### src/rtl/perf_pkg.sv
// Shared types and mp4 event-channel assignments for the performance counter bank.
package perf_pkg;

  typedef enum logic {
    IDLE = 1'b0,
    DUMP = 1'b1
  } perf_dump_state_e;

  // Channel numbers used when wiring mp4 event sources onto the bank.
  localparam int unsigned EV_L1I_SERVE  = 0;
  localparam int unsigned EV_L1I_MISS   = 1;
  localparam int unsigned EV_L1D_SERVE  = 2;
  localparam int unsigned EV_L1D_MISS   = 3;
  localparam int unsigned EV_L2_SERVE   = 4;
  localparam int unsigned EV_L2_MISS    = 5;
  localparam int unsigned EV_PMEM_RESP  = 6;
  localparam int unsigned EV_DATA_STALL = 7;
  localparam int unsigned EV_MEM_STALL  = 8;
  localparam int unsigned EV_CYCLE      = 9;
  localparam int unsigned EV_NUM_USED   = 10;

endpackage

### src/rtl/perf_counter_cell.sv
// One event channel: live counter with sticky overflow, plus a shadow register
// that captures the live value for a later dump.
module perf_counter_cell #(
  parameter int unsigned CNT_WIDTH = 32,
  parameter int unsigned SATURATE  = 0
) (
  input  logic                 clk,
  input  logic                 rst,
  input  logic                 inc,
  input  logic                 clear,
  input  logic                 capture,
  output logic [CNT_WIDTH-1:0] shadow,
  output logic                 overflow
);

  logic [CNT_WIDTH-1:0] live;
  logic                 at_max_c;

  assign at_max_c = &live;

  // Clear wins over increment; at max either wrap or hold depending on SATURATE.
  always_ff @(posedge clk or negedge rst) begin
    if (!rst) begin
      live     <= '0;
      overflow <= 1'b0;
    end else if (clear) begin
      live     <= '0;
      overflow <= 1'b0;
    end else if (inc) begin
      if (at_max_c) begin
        overflow <= 1'b1;
        if (SATURATE == 0) live <= '0;
      end else begin
        live <= live + CNT_WIDTH'(1);
      end
    end
  end

  // Shadow takes the pre-edge live value, so same-cycle events and clears miss it.
  always_ff @(posedge clk or negedge rst) begin
    if (!rst) begin
      shadow <= '0;
    end else if (capture) begin
      shadow <= live;
    end
  end

endmodule

### src/rtl/perf_counter_bank.sv
// Bank of event counters with atomic snapshot and a valid/ready dump stream
// that walks the snapshot one channel per accepted beat.
module perf_counter_bank
  import perf_pkg::*;
#(
  parameter int unsigned NUM_EVENTS = 16,
  parameter int unsigned CNT_WIDTH  = 32,
  parameter int unsigned SATURATE   = 0,
  parameter int unsigned IDX_W      = $clog2(NUM_EVENTS)
) (
  input  logic                  clk,
  input  logic                  rst,
  input  logic [NUM_EVENTS-1:0] events,
  input  logic                  count_en,
  input  logic                  clear,
  input  logic                  snap_req,
  output logic                  busy,
  output logic                  dump_valid,
  input  logic                  dump_ready,
  output logic [IDX_W-1:0]      dump_idx,
  output logic [CNT_WIDTH-1:0]  dump_data,
  output logic                  dump_last,
  output logic [NUM_EVENTS-1:0] overflow
);

  localparam logic [IDX_W-1:0] LAST_IDX = IDX_W'(NUM_EVENTS - 1);

  perf_dump_state_e     state_q, state_d;
  logic [IDX_W-1:0]     idx_d;
  logic [IDX_W-1:0]     idx_inc_c;
  logic                 last_d;
  logic                 capture_c;
  logic [NUM_EVENTS-1:0] inc_c;
  logic [CNT_WIDTH-1:0] shadow [NUM_EVENTS];

  assign inc_c     = {NUM_EVENTS{count_en}} & events;
  assign idx_inc_c = dump_idx + IDX_W'(1);

  for (genvar i = 0; i < NUM_EVENTS; i++) begin : g_cell
    perf_counter_cell #(
      .CNT_WIDTH (CNT_WIDTH),
      .SATURATE  (SATURATE)
    ) u_cell (
      .clk      (clk),
      .rst      (rst),
      .inc      (inc_c[i]),
      .clear    (clear),
      .capture  (capture_c),
      .shadow   (shadow[i]),
      .overflow (overflow[i])
    );
  end

  // Next-state and next-index logic for the dump walker.
  always_comb begin
    state_d   = state_q;
    idx_d     = dump_idx;
    last_d    = dump_last;
    capture_c = 1'b0;
    case (state_q)
      IDLE: begin
        if (snap_req) begin
          state_d   = DUMP;
          idx_d     = '0;
          last_d    = 1'b0;
          capture_c = 1'b1;
        end
      end
      DUMP: begin
        if (dump_ready) begin
          if (dump_last) begin
            state_d = IDLE;
            idx_d   = '0;
            last_d  = 1'b0;
          end else begin
            idx_d  = idx_inc_c;
            last_d = (idx_inc_c == LAST_IDX);
          end
        end
      end
      default: begin
        state_d = IDLE;
        idx_d   = '0;
        last_d  = 1'b0;
      end
    endcase
  end

  always_ff @(posedge clk or negedge rst) begin
    if (!rst) begin
      state_q    <= IDLE;
      dump_idx   <= '0;
      dump_last  <= 1'b0;
      dump_valid <= 1'b0;
      busy       <= 1'b0;
    end else begin
      state_q    <= state_d;
      dump_idx   <= idx_d;
      dump_last  <= last_d;
      dump_valid <= (state_d == DUMP);
      busy       <= (state_d == DUMP);
    end
  end

  // Shadows and index are registers, both zero in reset, so data reads 0 then too.
  assign dump_data = shadow[dump_idx];

endmodule

### config.mk
export PLATFORM = sky130hd
export DESIGN_NAME = perf_counter_bank
export DESIGN_NICKNAME = d
export VERILOG_FILES = /design/src/rtl/perf_pkg.sv /design/src/rtl/perf_counter_cell.sv /design/src/rtl/perf_counter_bank.sv
export SDC_FILE = /design/constraint.sdc
export NUM_CORES = 2
export LEC_CHECK = 0
export ABC_AREA = 1
export CORE_ASPECT_RATIO = 0.75
export CORE_UTILIZATION = 25
export DETAILED_ROUTE_END_ITERATION = 10
export PLACE_DENSITY_LB_ADDON = 0.08
export SLEW_MARGIN = 10
export SYNTH_ARGS = -nofsm -noshare
export SYNTH_HDL_FRONTEND = slang
export SYNTH_HIERARCHICAL = 1
export SYNTH_SLANG_ARGS = --single-unit
### constraint.sdc
create_clock -name clk -period 3.1 [get_ports clk]
set_clock_uncertainty 0.1 [all_clocks]
set_input_delay 0.31 -clock clk [delete_from_list [all_inputs] [get_ports clk]]
set_output_delay 0.31 -clock clk [all_outputs]
set_load 0.05 [all_outputs]
==> results by group <==
Synth
  • Syn avg cell area: 7.59 um2
  • Synth warn: 6
  • Most common cell in the netlist: nand2_1
  • Top cells by area, synth: dfrtp_1 46%, nand2_1 14%, nor2_1 9.0%, mux2_2 5.1%, inv_1 5.1%
  • Synth Register Bits: 1046
  • Synth unique cells: 34
  • Synthesized area: 57100 um2
  • Seq/Total Area, Yosys: 45.8%
  • Post-synth top cells: 2119 x nand2_1, 1374 x nor2_1, 1046 x dfrtp_1
  • Largest area contributor in the netlist: dfrtp_1
  • EDFF count, synth: 0
  • Synth top area share: 45.8%
  • Ys flop type: dfrtp_1
  • Async SR Flop Fraction: 100%
  • Cell count after synthesis: 7526
  • Syn Nets: 7566

GRT
  • Initial antenna violation count: 11
  • Vias in the first global route: 46800
  • First-pass GRT wire length: 325 mm
  • Largest net degree at the start of global routing: 107
  • Global Route Usage Sum: 18.9%
  • Grt ovf: 0

STA
  • Final period util: 102%
  • Unrepaired setup endpoints after global routing: yes
  • Setup Viol. Count Final: 5
  • Fin. Hold Viols: 0
  • Clock period minus final worst setup slack: 3.16 ns
  • Worst-Margin Slew: 1.04 ns
  • Setup TNS: -0.151 ns
  • Slew HR: 30.4%
  • Worst hold slack: 0.0647 ns
  • Max Transition Viols Final: 0
  • Worst Slack Setup Final: -0.0625 ns
  • F_max: 316 MHz

Pwr
  • Pwr/cell area: 770 nW/um2
  • Switching pwr: 20.5 mW
  • Int Pwr: 32.0 mW
  • Seq pwr share: 33.4%
  • VDD IR-drop max: 0.534 mV
  • Sw Ratio: 39.0%
  • Clock power share: 32.2%
  • Leak Pwr: 30.9 nW
  • Comb power frac: 34.4%

CTS
  • Worst skew pair latency: 0.80 ns
  • CTS H-tree lvls: 4
  • CTS tree: yes
  • CTS root buf: clkbuf_16
  • Clock sinks: 1046
  • CTS buffer count: 140
  • CTS clock-pin slew for the worst setup and hold paths: 0.06 ns
  • CTS max path bufs: 4

Setup path
  • Critical path class: flip-flop to output pin
  • Critical path data arrival time: 2.75 ns
  • R2r worst-path depth: 7
  • Reg2Reg Setup Slack: 0.87 ns
  • Worst Setup End Kind: output pin
  • CP Max Fanout: 11
  • Reg2Reg Launch Point: state_q
  • Reg-to-Reg End: g_cell[7].u_cell/shadow[29]
  • CP max-delay cell: dfrtp_4
  • WP data required: 2.69 ns
  • Slowest stage delay, CP: 0.57 ns
  • Crit path launch type: flip-flop
  • Crit path cell chain: buf_16, buf_4, nor2_1, nor2_4, nor2_1, buf_4, nand2_2, nand2_2, buf_12

Cells and area
  • Share of layout cells above drive strength 1: 16.0%
  • Fin util: 30.1%
  • Nets: 7716
  • Finished layout cell area: 68200 um2
  • Layout area overhead: 19.4%

Floorplanning
  • Starting Density: 25.2%
  • Die X: 554 um
  • Core Area: 226000 um2
  • I/O pin cnt: 77
  • Height of the die: 416 um
  • Core Rows: 151
  • Die area: 230000 um2

Run status
  • Status: finished with violations
  • Failing checks: setup timing

Placement
  • DP Area: 61900 um2
  • Setup Slack @ Placement: 0.261 ns
  • I/O Buffers: 76
  • Final GP Congestion: 0.845
  • HPWL after DPL: 167 mm

Routing
  • Routed WL: 222 mm
  • Vias per cell: 4.47
  • DR WL/cell: 20.7 um
  • Vias: 48100
  • Drt pass-1 iters: 6
  • Post-route ant nets: 0
  • DRC Markers: 0
  • DR iter-0 viols: 3585

Worst hold path
  • Hold Crit Start: count_en
  • Worst Hold Class: input port to flip-flop
  • Hold Path Sink: g_cell[6].u_cell/overflow
  • Hold depth: 6

Run
  • Max-cap viol count: 0
[repair_timing]
action	in CTS	in global routing
hold endpoints to repair	728	0
buffers inserted	0	17
gates cloned	2	16
endpoints found under the setup margin	34	32
hold buffers	5	0
gates resized for setup	72	215
pin swaps	0	23
[registers in the layout, summed over array words and instances, names as in the netlist]
register	count
dump_idx	4
dump_last	1
g_cell.u_cell/live	512
g_cell.u_cell/overflow	16
g_cell.u_cell/shadow	512
state_q	1
[how the worst max path moves through the flow]
stage	end	slack (ns)	depth (start not counted)	start
2_1_floorplan	g_cell[9].u_cell/shadow[10]	0.56	6	state_q
6_report	dump_data[27]	-0.06	9	dump_idx[0]
3_3_place_gp	dump_data[9]	0.26	6	dump_idx[2]
3_5_place_dp	dump_data[11]	0.26	9	dump_idx[0]
4_1_cts	dump_data[15]	-0.33	10	dump_idx[0]
5_1_grt	dump_data[15]	-0.13	10	dump_idx[0]
[layer usage]
layer  global-route usage (%)  share of wire, %  up-vias  routed length, um
met5                        0                 0        -                  0
met4                     5.26               2.8        0               6150
met3                     2.40               3.8      244               8470
met2                     27.9                43      875              94700
met1                     28.6                51    23200             113000
li1                         -                 -    23800                  -
[cells by family (layout without fill, tap and decap cells)]
family / count (synthesis) / after routing / synth area share, %
mux: 259 / 259 / 5.11
flops: 1046 / 1046 / 45.8
fa+ha+maj: 18 / 18 / 0.394
compound gates: 329 / 329 / 2.89
other cells: 0 / 2 / 0
xor+xnor: 239 / 239 / 3.67
simple gates: 4614 / 4614 / 34.4
buf+inv: 1021 / 1268 / 7.68
[metrics by stage]
stage               power [mW]  instances
floorplan                 24.9       7526
finish                    52.5      10800
global route              55.0      10800
detailed placement        33.5      10500
global placement          33.6      10500
CTS                       51.3      10700
[layout make-up]
| cell class | instances | area (um2) |
|---|---|---|
| Clock inverter | 49 | 621 |
| Timing Repair Buffer | 220 | 3090 |
| Clock buffer | 190 | 4040 |
| Fill cell | 24500 | 158000 |
| Tap cell | 2983 | 3730 |
| Inverter | 808 | 3140 |
| Antenna cell | 2 | 5.00 |
| Timing Repair inverter | 1 | 8.76 |
| Multi-Input combinational cell | 5459 | 27400 |
| Sequential cell | 1046 | 26200 |
[power groups by stage]
stage,clock network (mW),logic [mW],registers [mW]
2_1_floorplan,0,8.18,16.8
3_3_place_gp,0,15.8,17.8
3_5_place_dp,0,15.8,17.7
4_1_cts,17.5,16.3,17.5
5_1_grt,18.0,19.3,17.7
6_report,16.9,18.1,17.5
[cell usage in the layout (no fill, tap or decap), drive strengths merged]
| cell | instances |
|---|---|
| xnor2 | 96 |
| clkinvlp | 4 |
| clkinv | 45 |
| dlygate4sd2 | 2 |
| a31oi | 1 |
| inv | 795 |
| bufinv | 14 |
| and2 | 17 |
| nor2 | 1660 |
| clkdlybuf4s50 | 39 |
| nand2 | 2198 |
| o22ai | 2 |
| diode | 2 |
| mux2 | 259 |
| ha | 18 |
| a21oi | 303 |
| nand3b | 16 |
| buf | 163 |
| xor2 | 143 |
| clkbuf | 201 |
| or2 | 1 |
| nor3 | 16 |
| and3 | 16 |
| dfrtp | 1046 |
| dlygate4sd3 | 5 |
| nand4 | 126 |
| o21ai | 23 |
| nand3 | 564 |
[critical path: cells and delay by family, from the launching register on]
kind,cells,cell delay [ns]
simple gates,5,0.71
buf+inv,4,0.67
flops,1,0.57
Note: power is estimated with default switching activity, not from simulation.
